**src/rtl/amns_mm_sequencer.sv**
```systemverilog
// ---------------------------------------------------------------------------
// amns_mm_sequencer
//
// Top-level operation sequencer for the AMNS modular multiplier. A host start
// request launches one full operation: operand load (POLY_memory_control),
// multiplication (multiplier core), then result store (POLY_memory_control).
// The single BRAM port belongs to the host while the sequencer is idle and to
// POLY_memory_control while an operation is running.
//
// State table:
//   state   | meaning
//   IDLE    | host owns BRAM, waiting for start_i
//   LOAD    | operand load running, waiting for load_done_i
//   COMPUTE | multiplier running, waiting for mult_done_i
//   STORE   | result store running, waiting for store_done_i
//   DONE    | one-cycle completion, done_o high, start_i ignored
//
// Ports:
//   clock_i, reset_i             clock, synchronous active-high reset
//   start_i                      host request to run one multiplication
//   busy_o, done_o               operation in progress / completion pulse
//   host_we_i, host_addr_i       host BRAM access
//   ctrl_BRAM_we_i/addr_i        BRAM access from POLY_memory_control
//   BRAM_we_o, BRAM_addr_o       muxed BRAM port (combinational)
//   load/mult/store_start_o      one-cycle start pulses to the sub-blocks
//   load/mult/store_done_i       completion strobes from the sub-blocks
//   host_conflict_o              sticky: host wrote while busy
//   cycle_count_o                saturating latency of LOAD+COMPUTE+STORE
// ---------------------------------------------------------------------------
module amns_mm_sequencer #(
    parameter int WORD_WIDTH      = 17,
    parameter int N               = 5,
    parameter int S               = 4,
    parameter int CYCLE_CNT_WIDTH = 16,
    localparam int ADDR_LEN       = $clog2(4*N*S+N)+1
) (
    input  logic                       clock_i,
    input  logic                       reset_i,
    input  logic                       start_i,
    output logic                       busy_o,
    output logic                       done_o,
    input  logic                       host_we_i,
    input  logic [ADDR_LEN-1:0]        host_addr_i,
    input  logic                       ctrl_BRAM_we_i,
    input  logic [ADDR_LEN-1:0]        ctrl_BRAM_addr_i,
    output logic                       BRAM_we_o,
    output logic [ADDR_LEN-1:0]        BRAM_addr_o,
    output logic                       load_start_o,
    input  logic                       load_done_i,
    output logic                       mult_start_o,
    input  logic                       mult_done_i,
    output logic                       store_start_o,
    input  logic                       store_done_i,
    output logic                       host_conflict_o,
    output logic [CYCLE_CNT_WIDTH-1:0] cycle_count_o
);

    // WORD_WIDTH is only carried through the hierarchy; reject nonsense values.
    if (WORD_WIDTH < 1 || CYCLE_CNT_WIDTH < 1) begin : g_param_check
        $error("amns_mm_sequencer: WORD_WIDTH and CYCLE_CNT_WIDTH must be >= 1");
    end

    typedef enum logic [2:0] {
        IDLE    = 3'd0,
        LOAD    = 3'd1,
        COMPUTE = 3'd2,
        STORE   = 3'd3,
        DONE    = 3'd4
    } state_t;

    state_t                     state_q;
    logic                       busy_q;
    logic                       done_q;
    logic                       load_start_q;
    logic                       mult_start_q;
    logic                       store_start_q;
    logic                       conflict_q;
    logic [CYCLE_CNT_WIDTH-1:0] cycle_cnt_q;
    logic [CYCLE_CNT_WIDTH-1:0] cycle_cnt_d;
    logic                       in_op;

    assign in_op = (state_q == LOAD) || (state_q == COMPUTE) || (state_q == STORE);

    // Saturating increment: the counter sticks at all-ones instead of wrapping.
    always_comb begin
        cycle_cnt_d = cycle_cnt_q;
        if (in_op && (cycle_cnt_q != '1)) begin
            cycle_cnt_d = cycle_cnt_q + 1'b1;
        end
    end

    always_ff @(posedge clock_i) begin
        if (reset_i) begin
            state_q       <= IDLE;
            busy_q        <= 1'b0;
            done_q        <= 1'b0;
            load_start_q  <= 1'b0;
            mult_start_q  <= 1'b0;
            store_start_q <= 1'b0;
            conflict_q    <= 1'b0;
            cycle_cnt_q   <= '0;
        end else begin
            load_start_q  <= 1'b0;
            mult_start_q  <= 1'b0;
            store_start_q <= 1'b0;
            done_q        <= 1'b0;
            cycle_cnt_q   <= cycle_cnt_d;

            // busy_q is low in IDLE, so this never races the clear on start.
            if (busy_q && host_we_i) begin
                conflict_q <= 1'b1;
            end

            case (state_q)
                IDLE: begin
                    if (start_i) begin
                        state_q      <= LOAD;
                        load_start_q <= 1'b1;
                        busy_q       <= 1'b1;
                        cycle_cnt_q  <= '0;
                        conflict_q   <= 1'b0;
                    end
                end
                LOAD: begin
                    if (load_done_i) begin
                        state_q      <= COMPUTE;
                        mult_start_q <= 1'b1;
                    end
                end
                COMPUTE: begin
                    if (mult_done_i) begin
                        state_q       <= STORE;
                        store_start_q <= 1'b1;
                    end
                end
                STORE: begin
                    if (store_done_i) begin
                        state_q <= DONE;
                        done_q  <= 1'b1;
                        busy_q  <= 1'b0;
                    end
                end
                DONE: begin
                    state_q <= IDLE;
                end
                default: begin
                    state_q <= IDLE;
                    busy_q  <= 1'b0;
                end
            endcase
        end
    end

    // Host traffic outside IDLE/DONE never reaches the BRAM.
    always_comb begin
        BRAM_we_o   = ctrl_BRAM_we_i;
        BRAM_addr_o = ctrl_BRAM_addr_i;
        if ((state_q == IDLE) || (state_q == DONE)) begin
            BRAM_we_o   = host_we_i;
            BRAM_addr_o = host_addr_i;
        end
    end

    assign busy_o          = busy_q;
    assign done_o          = done_q;
    assign load_start_o    = load_start_q;
    assign mult_start_o    = mult_start_q;
    assign store_start_o   = store_start_q;
    assign host_conflict_o = conflict_q;
    assign cycle_count_o   = cycle_cnt_q;

endmodule

```
**config.mk**
```make
export PLATFORM = sky130hd
export DESIGN_NAME = amns_mm_sequencer
export DESIGN_NICKNAME = d
export VERILOG_FILES = /design/src/rtl/amns_mm_sequencer.sv
export SDC_FILE = /design/constraint.sdc
export NUM_CORES = 1
export LEC_CHECK = 0
export CORE_MARGIN = 10
export CORE_UTILIZATION = 30
export CTS_CLUSTER_DIAMETER = 50
export DETAILED_ROUTE_END_ITERATION = 8
export PLACE_DENSITY = 0.72
export SLEW_MARGIN = 15
export SYNTH_ARGS = -nofsm -noshare
export SYNTH_HDL_FRONTEND = slang
export SYNTH_SLANG_ARGS = --single-unit
```
**constraint.sdc**
```tcl
create_clock -name clock_i -period 1.7 [get_ports clock_i]
set_input_delay 0.51 -clock clock_i [delete_from_list [all_inputs] [get_ports clock_i]]
set_output_delay 0.51 -clock clock_i [all_outputs]
set_load 0.02 [all_outputs]
```
# Word-level counts from Yosys, hierarchy flattened
# Index checks and enable logic that the tools add are counted.
# word_totals
ff_bits	25
word_cells	56
# op_classes
add_sub_neg	1
eq_ne	9
n_reduce_logical	13
bitwise_logic	5
n_mux	20
# ops
op	n
2-to-1 mux 16 bit	3
adder 16 x 1 -> 16 bit (second input constant)	1
!= test 16 bit (second input constant)	1
2-to-1 mux 3 bit	4
case mux 3 bit (4 select lines)	1
2-to-1 mux 1 bit	10
2-to-1 mux 8 bit	1
!= test 2 bit (second input constant)	4
OR reduction 2 bit	4
equality test 3 x 2 -> 1 bit (second input constant)	2
NOT 1 bit	5
AND reduction 4 bit	1
equality test 3 x 1 -> 1 bit (second input constant)	1
equality test 3 bit (second input constant)	1
logical NOT 3 bit	1
logical OR 1 bit	3
case mux 1 bit (3 select lines)	1
AND reduction 3 bit	1
OR reduction 3 bit	1
logical AND 1 bit	2

# Logic depth before layout (Yosys ltp)
# depth
word_depth	7
depth_mapped	7

# Least setup slack after synthesis
# No wires, ideal clock.
# synth_path
kind	flip-flop to output port
from	register state_q[1]
to	output BRAM_addr_o[0]
setup_slack_ns	-0.101
n_path_buf	2
arrival_time_ns	1.291
stages_incl_launch_ff	5
path_cell_list	dfxtp_1 buf_4 nor2_1 clkbuf_1 mux2_2
# synth_between
elab_chain_len	3
elab_cells_between_ends	4
cone_classes	1 x eq/ne; 1 x mux; 2 x reduce/logical
# synth_rtl
element	line_no	text
start, declared	71	state_t state_q;
start signal, assigned	94	state_q <= IDLE;
start signal, assigned	117	state_q <= LOAD;
start signal, assigned	126	state_q <= COMPUTE;
equality test 3 bit or logical NOT 3 bit (tied branches)	158	if ((state_q == IDLE) || (state_q == DONE)) begin
logical OR 1 bit (*)	158	
2-to-1 mux 8 bit (*)	158	
end, declared	47	output logic [ADDR_LEN-1:0] BRAM_addr_o,
# Mark *: on every way between the ends. The rest lies on a longest branch, timed or not.

# Final worst setup path
# layout_path
from	register state_q[1]
to	output BRAM_addr_o[4]
# The elaborated chain is that of the path after synthesis.

==> key figures <==
Synthesis
  – #FFs+latches synth: 25
  – Yosys warns: 0
  – Number of flops mapped to enable cells by yosys: 0
  – Mapped Nets: 175
  – Post-synthesis sequential area ratio: 0.376
  – Post-synth design cell area: 1330 µm²
  – Distinct cells, synth: 44
  – Average size of a mapped cell: 8.88 µm²
  – Ys async rst share: 0
  – Primary FF master, synth: dfxtp_1
  – Synth Instances: 150

STA
  – Minimum clock period: 1.85 ns
  – Worst-margin pin slew: 0.393 ns
  – Skew final: 0.00454 ns
  – Max transition margin: 0.731
  – Setup TNS: -1.29 ns
  – Final Max Tran Viols: 0
  – RSZ-0062 raised after global routing: yes
  – Period utilisation layout: 1.09
  – Final Setup Violations: 9
  – Setup ws final: -0.149 ns
  – Maximum clock frequency: 541 MHz
  – Final Hold Viols: 0

Critical path
  – Critical R2R Capture: cycle_count_o[15]$_SDFF_PP0_
  – Crit end category: primary output
  – Crit start category: register
  – R2R cell count: 5
  – Most Frequent Cell on Critical Path: buf_6
  – Worst R2R Start: cycle_count_o[0]$_SDFF_PP0_
  – Max Fanout on Critical Path: 5
  – CP Class: register to primary output
  – Worst path max stage delay: 0.34 ns
  – Cells along the critical path: nor2_4 -> buf_6 -> mux2_4 -> buf_6
  – WP data required: 1.19 ns
  – Worst path slowest cell: dfxtp_2
  – Reg2Reg Setup Slack: 0.05 ns
  – Crit path arrival time: 1.34 ns

Global routing
  – Total gr overflow: 0
  – Largest net degree at the start of global routing: 14
  – Vias in the first global route: 1,446
  – All-Layer GR Usage: 0.106
  – Antenna violations before repair: 0
  – First-pass GRT wire length: 6.55 mm
  – Most crowded layer after global routing: met2
  – Grt met1 use: 0.110
  – Met2 global-route usage: 0.172
  – Routing usage on met3: 0.0647

Clock tree
  – CTS buffer count: 3
  – Post CTS Setup Buffer Count: 0
  – CTS sink cnt: 25
  – CTS max path bufs: 2
  – CTS tree: built
  – Clk root buf: clkbuf_8
  – Clock transition at the registers of the reported paths: 0.09 ns
  – H-tree levels: 1
  – Skew-Pair Late Insertion Delay: 0.26 ns
  – Post-CTS Hold Fix Bufs: 0

Finish
  – Proportion of layout cells with a drive suffix above 1: 0.329
  – ANT cells: 0
  – Area Growth Syn to Fin: 62.9%
  – Fillers: 421
  – Nets: 248

Min path
  – Worst min-delay path class: register to register
  – Hold Crit Depth: 2
  – Hold path startpoint: cycle_count_o[14]$_SDFF_PP0_
  – Hold EP: cycle_count_o[14]$_SDFF_PP0_

Pwr
  – Pwr dens: 632 nW/µm²
  – Peak VDD IR: 0.418 mV
  – Total power: 1.37 mW
  – Lkg Pwr: 0.939 nW

Placed design
  – Detailed Place HPWL: 3.13 mm
  – I/O Buffers: 54
  – RD Place Congestion: 0.844

Floorplanning
  – Core Region: 4320 µm²
  – Top Ports: 55
  – Starting Density: 0.308
  – Die width: 86.6 µm
  – Die Y: 86.6 µm
  – Die area: 7500 µm²
  – Cell Rows: 24

Detailed routing
  – Iteration-0 DRC count of the detailed router: 52
  – 1st-pass router iterations: 4
  – Residual DRC: 0
  – WL/cell: 14.8 µm
  – WL final: 4.06 mm
  – Antenna Nets Post-Route: 0
  – Via count: 1,411
  – Vias per cell: 5.15

Run
  – Maxcap violations: 0

Outcome
  – Failing checks: negative setup slack
  – Status: finished, violations left
power breakdown:
part | internal [mW] | switching, mW
clock | 0.167 | 0.178
sequential | 0.603 | 0.0136
combinational | 0.231 | 0.178
timing repair:
| action | CTS | global route |
|---|---|---|
| gates cloned | 1 | 0 |
| pin swaps | 1 | 4 |
| gates resized for setup | 91 | 17 |
| endpoints found under the setup margin | 34 | 19 |
how the worst max path moves through the flow:
| stage | startpoint | endpoint | slack (ns) | depth (start not counted) |
|---|---|---|---|---|
| floorplan | cycle_count_o[5]$_SDFF_PP0_ | cycle_count_o[15]$_SDFF_PP0_ | 0.0008 | 4 |
| global placement | host_we_i | BRAM_we_o | -0.53 | 3 |
| detailed placement | host_we_i | BRAM_we_o | -0.54 | 3 |
| CTS | state_q[0]$_SDFFE_PP0P_ | BRAM_addr_o[0] | -0.17 | 4 |
| global route | state_q[1]$_SDFFE_PP0P_ | BRAM_addr_o[4] | -0.20 | 4 |
| finish | state_q[1]$_SDFFE_PP0P_ | BRAM_addr_o[4] | -0.15 | 4 |
state kept, by name, summed over array words and instances, names as in the netlist:
name / flops
state_q: 3
cycle_count_o: 16
load_start_o: 1
store_start_o: 1
done_o: 1
busy_o: 1
mult_start_o: 1
host_conflict_o: 1
layout by cell type, fill, tap and decap left out, types with 3 or more instances in the layout:
cell type / n
o21ai_0: 8
and3_1: 3
or4_1: 3
inv_1: 7
o31ai_1: 4
dlygate4sd2_1: 24
nand4_1: 5
nor4_1: 3
nor3_1: 4
buf_6: 11
dfxtp_1: 13
nor2_1: 11
or3_1: 3
mux2_4: 9
buf_4: 21
dfxtp_2: 11
nand2_1: 9
clkbuf_8: 3
nand3_1: 4
a21oi_1: 9
clkdlybuf4s50_1: 21
metal layers:
layer	vias to the layer above	wire, µm
met5	-	0
met4	0	55
met3	4	471
met2	45	1850
met1	651	1690
li1	711	-
per-stage QoR:
stage | hold slack (ns) | worst slack, ns | std cells | area, µm² | utilization
after floorplan | 0.497 | 0.000805 | 150 | 1340 | -
after global placement | 0.449 | -0.533 | 269 | 2040 | 0.472
after detailed placement | 0.491 | -0.542 | 269 | 2040 | 0.472
after CTS | 0.507 | -0.172 | 274 | 2110 | 0.488
after global routing | 0.537 | -0.203 | 274 | 2170 | 0.501
final | 0.498 | -0.149 | 274 | 2170 | 0.501
area by class of cell:
type / instances / area, µm² / area share
multi-input cells: 109 / 812 / 0.374
flip-flops and latches: 25 / 518 / 0.239
inverters: 7 / 26.3 / 0.0121
repair buffers: 77 / 702 / 0.324
well taps: 52 / 65.1 / 0.0300
clock buffers: 4 / 45.0 / 0.0208
cell usage after synthesis (2+ instances only):
cell,instances,area share
buf_6,3,0.025
o31ai_1,4,0.023
nand2_1,9,0.025
mux2i_1,2,0.015
or3_1,3,0.014
clkbuf_1,2,0.0056
buf_4,2,0.011
dfxtp_1,25,0.38
nand4_1,5,0.023
a31oi_1,2,0.0094
or4_1,4,0.023
and3_1,3,0.014
or3_2,2,0.011
and2_1,2,0.0094
o21ai_0,8,0.030
nor2_1,12,0.034
nand3_1,4,0.015
a21oi_1,10,0.038
mux2_2,9,0.076
nor4_1,4,0.019
inv_1,7,0.020
o211ai_1,2,0.011
buf_2,2,0.0075
nor3_1,4,0.015
critical path: cells and delay by family, from the launching register on:
| family | cells | cell delay, ns |
|---|---|---|
| DFF | 1 | 0.34 |
| muxes | 1 | 0.30 |
| buffers and inverters | 2 | 0.28 |
| and+or+nand+nor | 1 | 0.14 |
kinds of logic after synthesis:
family / synth area share
multiplexers: 0.0912
adder cells (fa/ha/maj): 0.00940
flip-flops: 0.376
AND/OR/NAND/NOR: 0.277
AO/OA/AOI/OAI: 0.177
buffers and inverters: 0.0695
Note: power is estimated with default switching activity, not from simulation.
